$ cat config.mk
export PLATFORM = sky130hd
export DESIGN_NAME = tcm_stream_preloader_flat
export DESIGN_NICKNAME = d
export VERILOG_FILES = /design/src/rtl/tcm_stream_preloader_if.sv /design/src/rtl/tcm_stream_preloader.sv /design/src/flat_wrapper.sv
export SDC_FILE = /design/constraint.sdc
export NUM_CORES = 1
export LEC_CHECK = 0
export CORE_ASPECT_RATIO = 2
export CORE_MARGIN = 2
export CORE_UTILIZATION = 48
export CTS_CLUSTER_SIZE = 12
export DETAILED_ROUTE_END_ITERATION = 16
export GPL_ROUTABILITY_DRIVEN = 0
export PLACE_DENSITY = 0.8
export SYNTH_ARGS = -nofsm -noshare
export SYNTH_HDL_FRONTEND = slang
export SYNTH_SLANG_ARGS = --single-unit
$ cat constraint.sdc
create_clock -name clk -period 3.1 [get_ports clk]
set_clock_uncertainty 0.15 [all_clocks]
set_input_delay 0.31 -clock clk [delete_from_list [all_inputs] [get_ports clk]]
set_output_delay 0.31 -clock clk [all_outputs]
set_load 0.02 [all_outputs]
$ cat src/rtl/tcm_stream_preloader_if.sv
// Purpose: byte-stream and TCM RAM write-port signal bundle for the preloader.
// Latency: none; wires only.
// Backpressure: s_valid/s_ready handshake on the stream; the RAM port has no ready.
// Signals: s_valid/s_ready/s_data/s_last carry the little-endian image bytes;
//          ram_cs/ram_we/ram_wem/ram_addr/ram_din drive a 1-cycle synchronous RAM write.
// slave = preloader side, master = stream source / RAM model side.
interface tcm_stream_preloader_if #(
    parameter int DW = 64,
    parameter int AW = 16
);
    logic              s_valid;
    logic              s_ready;
    logic [7:0]        s_data;
    logic              s_last;
    logic              ram_cs;
    logic              ram_we;
    logic [DW/8-1:0]   ram_wem;
    logic [AW-1:0]     ram_addr;
    logic [DW-1:0]     ram_din;

    modport slave (
        input  s_valid, s_data, s_last,
        output s_ready, ram_cs, ram_we, ram_wem, ram_addr, ram_din
    );

    modport master (
        output s_valid, s_data, s_last,
        input  s_ready, ram_cs, ram_we, ram_wem, ram_addr, ram_din
    );
endinterface

$ cat src/rtl/tcm_stream_preloader.sv
// Purpose: packs a little-endian byte stream into DW-bit TCM words, writes them from
//          address 0 upward, and holds the core in reset until the image is loaded.
// Latency: DW/8 bytes per DW/8+1 cycles; one WRITE cycle after each full/last word.
// Backpressure: s_ready is low in IDLE, WRITE and DONE; source gaps simply stall FILL.
// Ports: clk, rst (sync, active high); i_start pulse begins a load at word 0;
//        bus (slave modport) = byte stream in + RAM write port out;
//        o_core_rst_n (1 only in DONE), o_busy, o_done, o_err_ovf, o_words_written.
module tcm_stream_preloader #(
    parameter int DW    = 64,
    parameter int AW    = 16,
    parameter int DEPTH = 65536
) (
    input  logic                  clk,
    input  logic                  rst,
    input  logic                  i_start,
    tcm_stream_preloader_if.slave bus,
    output logic                  o_core_rst_n,
    output logic                  o_busy,
    output logic                  o_done,
    output logic                  o_err_ovf,
    output logic [AW:0]           o_words_written
);
    localparam int LANES = DW / 8;
    localparam int LW    = (LANES > 1) ? $clog2(LANES) : 1;
    localparam logic [LW-1:0] LP_LAST_LANE = LW'(LANES - 1);
    // One extra bit so DEPTH == 2^AW is representable in the range compare.
    localparam logic [AW:0]   LP_DEPTH     = (AW + 1)'(DEPTH);

    typedef enum logic [2:0] {
        S_IDLE  = 3'd0,
        S_FILL  = 3'd1,
        S_WRITE = 3'd2,
        S_DRAIN = 3'd3,
        S_DONE  = 3'd4
    } state_t;

    state_t          r_state;
    state_t          w_next;

    logic [DW-1:0]    r_buf;
    logic [LANES-1:0] r_mask;
    logic [LW-1:0]    r_lane;
    logic             r_last;
    logic [AW:0]      r_addr;     // next word address; also the count of writes issued
    logic             r_err;
    logic             r_core_rst_n;
    logic             r_busy;
    logic             r_done;

    logic             w_s_ready;
    logic             w_ram_cs;
    logic             w_accept;
    logic             w_in_range;

    assign w_accept   = bus.s_valid & w_s_ready;
    assign w_in_range = (r_addr < LP_DEPTH);

    // State register
    always_ff @(posedge clk) begin
        if (rst) begin
            r_state <= S_IDLE;
        end else begin
            r_state <= w_next;
        end
    end

    // Next-state and handshake/RAM strobes
    always_comb begin
        w_next    = r_state;
        w_s_ready = 1'b0;
        w_ram_cs  = 1'b0;
        case (r_state)
            S_IDLE: begin
                if (i_start) w_next = S_FILL;
            end
            S_FILL: begin
                w_s_ready = 1'b1;
                if (bus.s_valid && ((r_lane == LP_LAST_LANE) || bus.s_last)) begin
                    w_next = S_WRITE;
                end
            end
            S_WRITE: begin
                w_ram_cs = w_in_range;
                // An out-of-range word means the image overflowed; the rest is discarded.
                if (r_last)            w_next = S_DONE;
                else if (!w_in_range)  w_next = S_DRAIN;
                else                   w_next = S_FILL;
            end
            S_DRAIN: begin
                w_s_ready = 1'b1;
                if (bus.s_valid && bus.s_last) w_next = S_DONE;
            end
            S_DONE: begin
                if (i_start) w_next = S_FILL;
            end
            default: begin
                w_next = S_IDLE;
            end
        endcase
    end

    // Packing datapath, address counter and overflow flag
    always_ff @(posedge clk) begin
        if (rst) begin
            r_buf  <= '0;
            r_mask <= '0;
            r_lane <= '0;
            r_last <= 1'b0;
            r_addr <= '0;
            r_err  <= 1'b0;
        end else begin
            case (r_state)
                S_IDLE, S_DONE: begin
                    if (i_start) begin
                        r_buf  <= '0;
                        r_mask <= '0;
                        r_lane <= '0;
                        r_last <= 1'b0;
                        r_addr <= '0;
                        r_err  <= 1'b0;
                    end
                end
                S_FILL: begin
                    if (w_accept) begin
                        r_buf[8*r_lane +: 8] <= bus.s_data;
                        r_mask[r_lane]       <= 1'b1;
                        r_lane               <= r_lane + 1'b1;
                        r_last               <= bus.s_last;
                    end
                end
                S_WRITE: begin
                    if (w_in_range) r_addr <= r_addr + 1'b1;
                    else            r_err  <= 1'b1;
                    r_buf  <= '0;
                    r_mask <= '0;
                    r_lane <= '0;
                end
                default: begin
                end
            endcase
        end
    end

    // Status flops follow the state the FSM is entering, so they line up with it.
    always_ff @(posedge clk) begin
        if (rst) begin
            r_core_rst_n <= 1'b0;
            r_busy       <= 1'b0;
            r_done       <= 1'b0;
        end else begin
            r_core_rst_n <= (w_next == S_DONE);
            r_done       <= (w_next == S_DONE);
            r_busy       <= (w_next == S_FILL) || (w_next == S_WRITE) || (w_next == S_DRAIN);
        end
    end

    assign bus.s_ready  = w_s_ready;
    assign bus.ram_cs   = w_ram_cs;
    assign bus.ram_we   = w_ram_cs;
    assign bus.ram_wem  = w_ram_cs ? r_mask : '0;
    assign bus.ram_addr = w_ram_cs ? r_addr[AW-1:0] : '0;
    assign bus.ram_din  = w_ram_cs ? r_buf : '0;

    assign o_core_rst_n    = r_core_rst_n;
    assign o_busy          = r_busy;
    assign o_done          = r_done;
    assign o_err_ovf       = r_err;
    assign o_words_written = r_addr;
endmodule
$ cat src/flat_wrapper.sv
// flat-port wrapper written by rule: the top's interface ports become plain ports
module tcm_stream_preloader_flat 
#(
    parameter int DW    = 64,
    parameter int AW    = 16,
    parameter int DEPTH = 65536
)
  (clk, rst, i_start, o_core_rst_n, o_busy, o_done, o_err_ovf, o_words_written, bus_s_valid, bus_s_data, bus_s_last, bus_s_ready, bus_ram_cs, bus_ram_we, bus_ram_wem, bus_ram_addr, bus_ram_din);
  tcm_stream_preloader_if #(.DW(DW), .AW(AW)) bus_i ();
  input  logic clk;
  input  logic rst;
  input  logic i_start;
  output logic o_core_rst_n;
  output logic o_busy;
  output logic o_done;
  output logic o_err_ovf;
  output logic [AW:0] o_words_written;
  input wire logic [$bits(bus_i.s_valid)-1:0] bus_s_valid;
  input wire logic [$bits(bus_i.s_data)-1:0] bus_s_data;
  input wire logic [$bits(bus_i.s_last)-1:0] bus_s_last;
  output wire logic [$bits(bus_i.s_ready)-1:0] bus_s_ready;
  output wire logic [$bits(bus_i.ram_cs)-1:0] bus_ram_cs;
  output wire logic [$bits(bus_i.ram_we)-1:0] bus_ram_we;
  output wire logic [$bits(bus_i.ram_wem)-1:0] bus_ram_wem;
  output wire logic [$bits(bus_i.ram_addr)-1:0] bus_ram_addr;
  output wire logic [$bits(bus_i.ram_din)-1:0] bus_ram_din;
  assign bus_i.s_valid = bus_s_valid;
  assign bus_i.s_data = bus_s_data;
  assign bus_i.s_last = bus_s_last;
  assign bus_s_ready = bus_i.s_ready;
  assign bus_ram_cs = bus_i.ram_cs;
  assign bus_ram_we = bus_i.ram_we;
  assign bus_ram_wem = bus_i.ram_wem;
  assign bus_ram_addr = bus_i.ram_addr;
  assign bus_ram_din = bus_i.ram_din;
  tcm_stream_preloader #(.DW(DW), .AW(AW), .DEPTH(DEPTH)) u_core (.clk(clk), .rst(rst), .i_start(i_start), .bus(bus_i), .o_core_rst_n(o_core_rst_n), .o_busy(o_busy), .o_done(o_done), .o_err_ovf(o_err_ovf), .o_words_written(o_words_written));
endmodule
==> results.py <==
metrics = {
    "finish": {
        "drive_above_1_share_pct": 8.85,
        "nFillCells": 764,
        "multi_input_area_um2": 2430,
        "final_common_cell": "clkdlybuf4s50_1",
        "layout_common_cells": "clkdlybuf4s50_1 (124), dfxtp_1 (99), and2_1 (83), a22o_1 (38), nor2_1 (34)",
        "area_growth_pct": 34.6,
        "area.sequential_um2": 1980,
        "fin_nets": 623,
        "final_area_um2": 6180,
        "n_antenna_cell": 0,
    },
    "sta": {
        "drv_slew": 0,
        "setup_viol": 0,
        "fmax_mhz": 341,
        "finalSetupTns_ns": 0,
        "post-route-period-util_pct": 94.5,
        "worstMarginPinSlew_ns": 0.666,
        "max_slew_margin_pct": 55.3,
        "grt_setup_unrepaired": "false",
        "fin_crit_ns": 2.93,
        "final_hold_viol_count": 0,
    },
    "route": {
        "postRouteAntennaNets": 0,
        "routed_via_density": 5.75,
        "dr.pass1.iters": 4,
        "detail_route.wl_per_cell_um": 17.9,
        "drtIter0Drc": 222,
        "vias": 4103,
        "drc": 0,
        "routed_wl_um": 12800,
    },
    "yosys": {
        "syn_avg_cell_area_um2": 9.33,
        "synth_edf_count": 0,
        "syn_nets": 510,
        "synthDistinctLibCells": 60,
        "ys_ff_latch": 99,
        "netlist_instances": 492,
        "ys_seq_area_share_pct": 43.2,
        "ys_async_sr_fraction_pct": 0,
        "ys_warn_count": 0,
        "synth_ff_type": "dfxtp_1",
        "netlist_area_um2": 4590,
    },
    "worst_setup_path": {
        "rr_startpoint": "u_core.r_lane[0]",
        "worstPathArrival_ns": 2.47,
        "crit_type": "reg2out",
        "cp.required_ns": 2.64,
        "crit_path_end_kind": "output pin",
        "cp_max_fo": 48,
        "crit_start": "u_core.r_state[1]",
        "crit_path_start_kind": "flop",
    },
    "run": {
        "cap_violations": 0,
    },
    "power": {
        "swShare_pct": 25.8,
        "switching_power_w": 0.000668,
        "power_density_nw_per_um2": 419,
        "peakVddDrop_mv": 0.428,
        "p_leak_nw": 2.18,
        "p_clk_share_pct": 41.0,
        "comb_power_share_pct": 8.8,
        "p_seq_share_pct": 50.2,
        "power.internal_w": 0.00192,
    },
    "floorplan": {
        "fp.dieW_um": 73.2,
        "ios": 125,
        "rows": 50,
        "start_util_pct": 49.2,
        "die_h_um": 142,
        "coreArea_um2": 9320,
        "die_area_um2": 10400,
    },
    "run_status": {
        "outcome": "finished, final reports clean",
    },
    "cts": {
        "htree_levels": 3,
        "clkTransAtPathRegs_ns": 0.07,
        "clock-sinks": 99,
        "clockBufferDepth": 2,
        "cts_buffers": 9,
        "cts_tree": "done",
        "hold_buffers": 0,
        "cts_resized": 0,
        "cts_setup_buffers": 0,
        "clk_latency_ns": 0.35,
        "root_buffer": "clkbuf_16",
    },
    "global_routing": {
        "antenna_found_initial": 0,
        "grt_pass1_wl_um": 20300,
        "track_usage_pct": 25.4,
        "grt_overflow": 0,
        "grt_max_degree": 49,
        "grt_pass1_vias": 4086,
    },
    "placed_design": {
        "port_buffers": 124,
        "placed_area_um2": 5890,
        "dp_hpwl_um": 9740,
    },
    "min_path": {
        "hp-start": "u_core.r_mask[3]",
        "hold_class": "reg2reg",
    },
}
## cells in the mapped netlist, types with 6 or more instances
master      n  area share [%]
nand2_1    17             1.4
a21oi_1    18             2.0
or3_1       6            0.82
dfxtp_1    99              43
a32o_1      6             1.3
nand3_1     7            0.76
buf_2       7            0.76
nor2_1     34             2.8
nor2b_1     8             1.1
clkbuf_1   20             1.6
a22o_1     38             7.2
nand2b_1   11             1.5
or4_1       7             1.1
and2_1     83              11
nor3_1      8            0.87
inv_1       9            0.74
o2bb2ai_1  12             2.3
o31ai_1     6            0.98
a31o_2      6             1.1
## cells by family (layout without fill, tap and decap cells)
family | Yosys count | after routing | share of synthesized area [%]
simple gates | 223 | 223 | 30.0
compound gates | 118 | 118 | 20.5
flops | 99 | 99 | 43.2
buf+inv | 41 | 159 | 3.87
xor+xnor | 6 | 6 | 1.14
fa+ha+maj | 5 | 5 | 1.36
## state kept, by name, indices dropped and copies added (netlist names)
name	count
u_core.r_lane	3
u_core.r_last	1
u_core.o_words_written	17
u_core.o_core_rst_n	1
u_core.o_err_ovf	1
u_core.r_mask	8
u_core.r_buf	64
u_core.o_busy	1
u_core.r_state	3
## cell type report
type / instances / share of cell area (%)
inverters: 9 / 0.547
clock buffers: 9 / 3.65
repair buffers: 134 / 21.3
well taps: 104 / 2.11
clock inverters: 7 / 0.952
flip-flops and latches: 99 / 32.1
multi-input cells: 352 / 39.4
## worst paths after layout
path,endpoint,slack (ns),cells past startpoint
setup / recovery,bus_ram_din[47],0.17,4
hold / removal,u_core.r_mask[3],0.32,1
setup reg to reg,u_core.r_buf[40],0.24,7
hold reg to reg,u_core.r_mask[3],0.32,1
## power groups by stage
stage               Clock (W)  Sequential, W  Combinational, W
finish                0.00106        0.00130          0.000227
global route          0.00113        0.00130          0.000244
CTS                   0.00108        0.00130          0.000226
detailed placement          0        0.00133          0.000225
global placement            0        0.00133          0.000219
floorplan                   0        0.00132          0.000150
## metal layers
metal | global-route usage (%) | share of wire, %
met2 | 47.6 | 56
met1 | 26.2 | 37
met4 | 11.3 | 2.9
met3 | 4.60 | 4.3
met5 | 0 | 0
## worst max-delay path: stages, from the launching register on
cell and delay (ns):
dfxtp_1 0.62, nor4b_4 0.30, buf_4 0.37, and2_1 0.20, clkdlybuf4s50_1 0.61
## metrics by stage
step | total power [W] | worst slack (ns) | utilization, % | std cells | hold slack (ns)
finish | 0.00259 | 0.172 | 66.3 | 714 | 0.318
global route | 0.00267 | 0.00720 | 66.3 | 714 | 0.337
CTS | 0.00260 | 0.147 | 66.3 | 714 | 0.320
detailed placement | 0.00155 | 0.285 | 63.2 | 698 | 0.296
global placement | 0.00155 | 0.373 | 63.2 | 698 | 0.296
floorplan | 0.00147 | 0.565 | - | 492 | 0.274
Note: power is estimated with default switching activity, not from simulation.
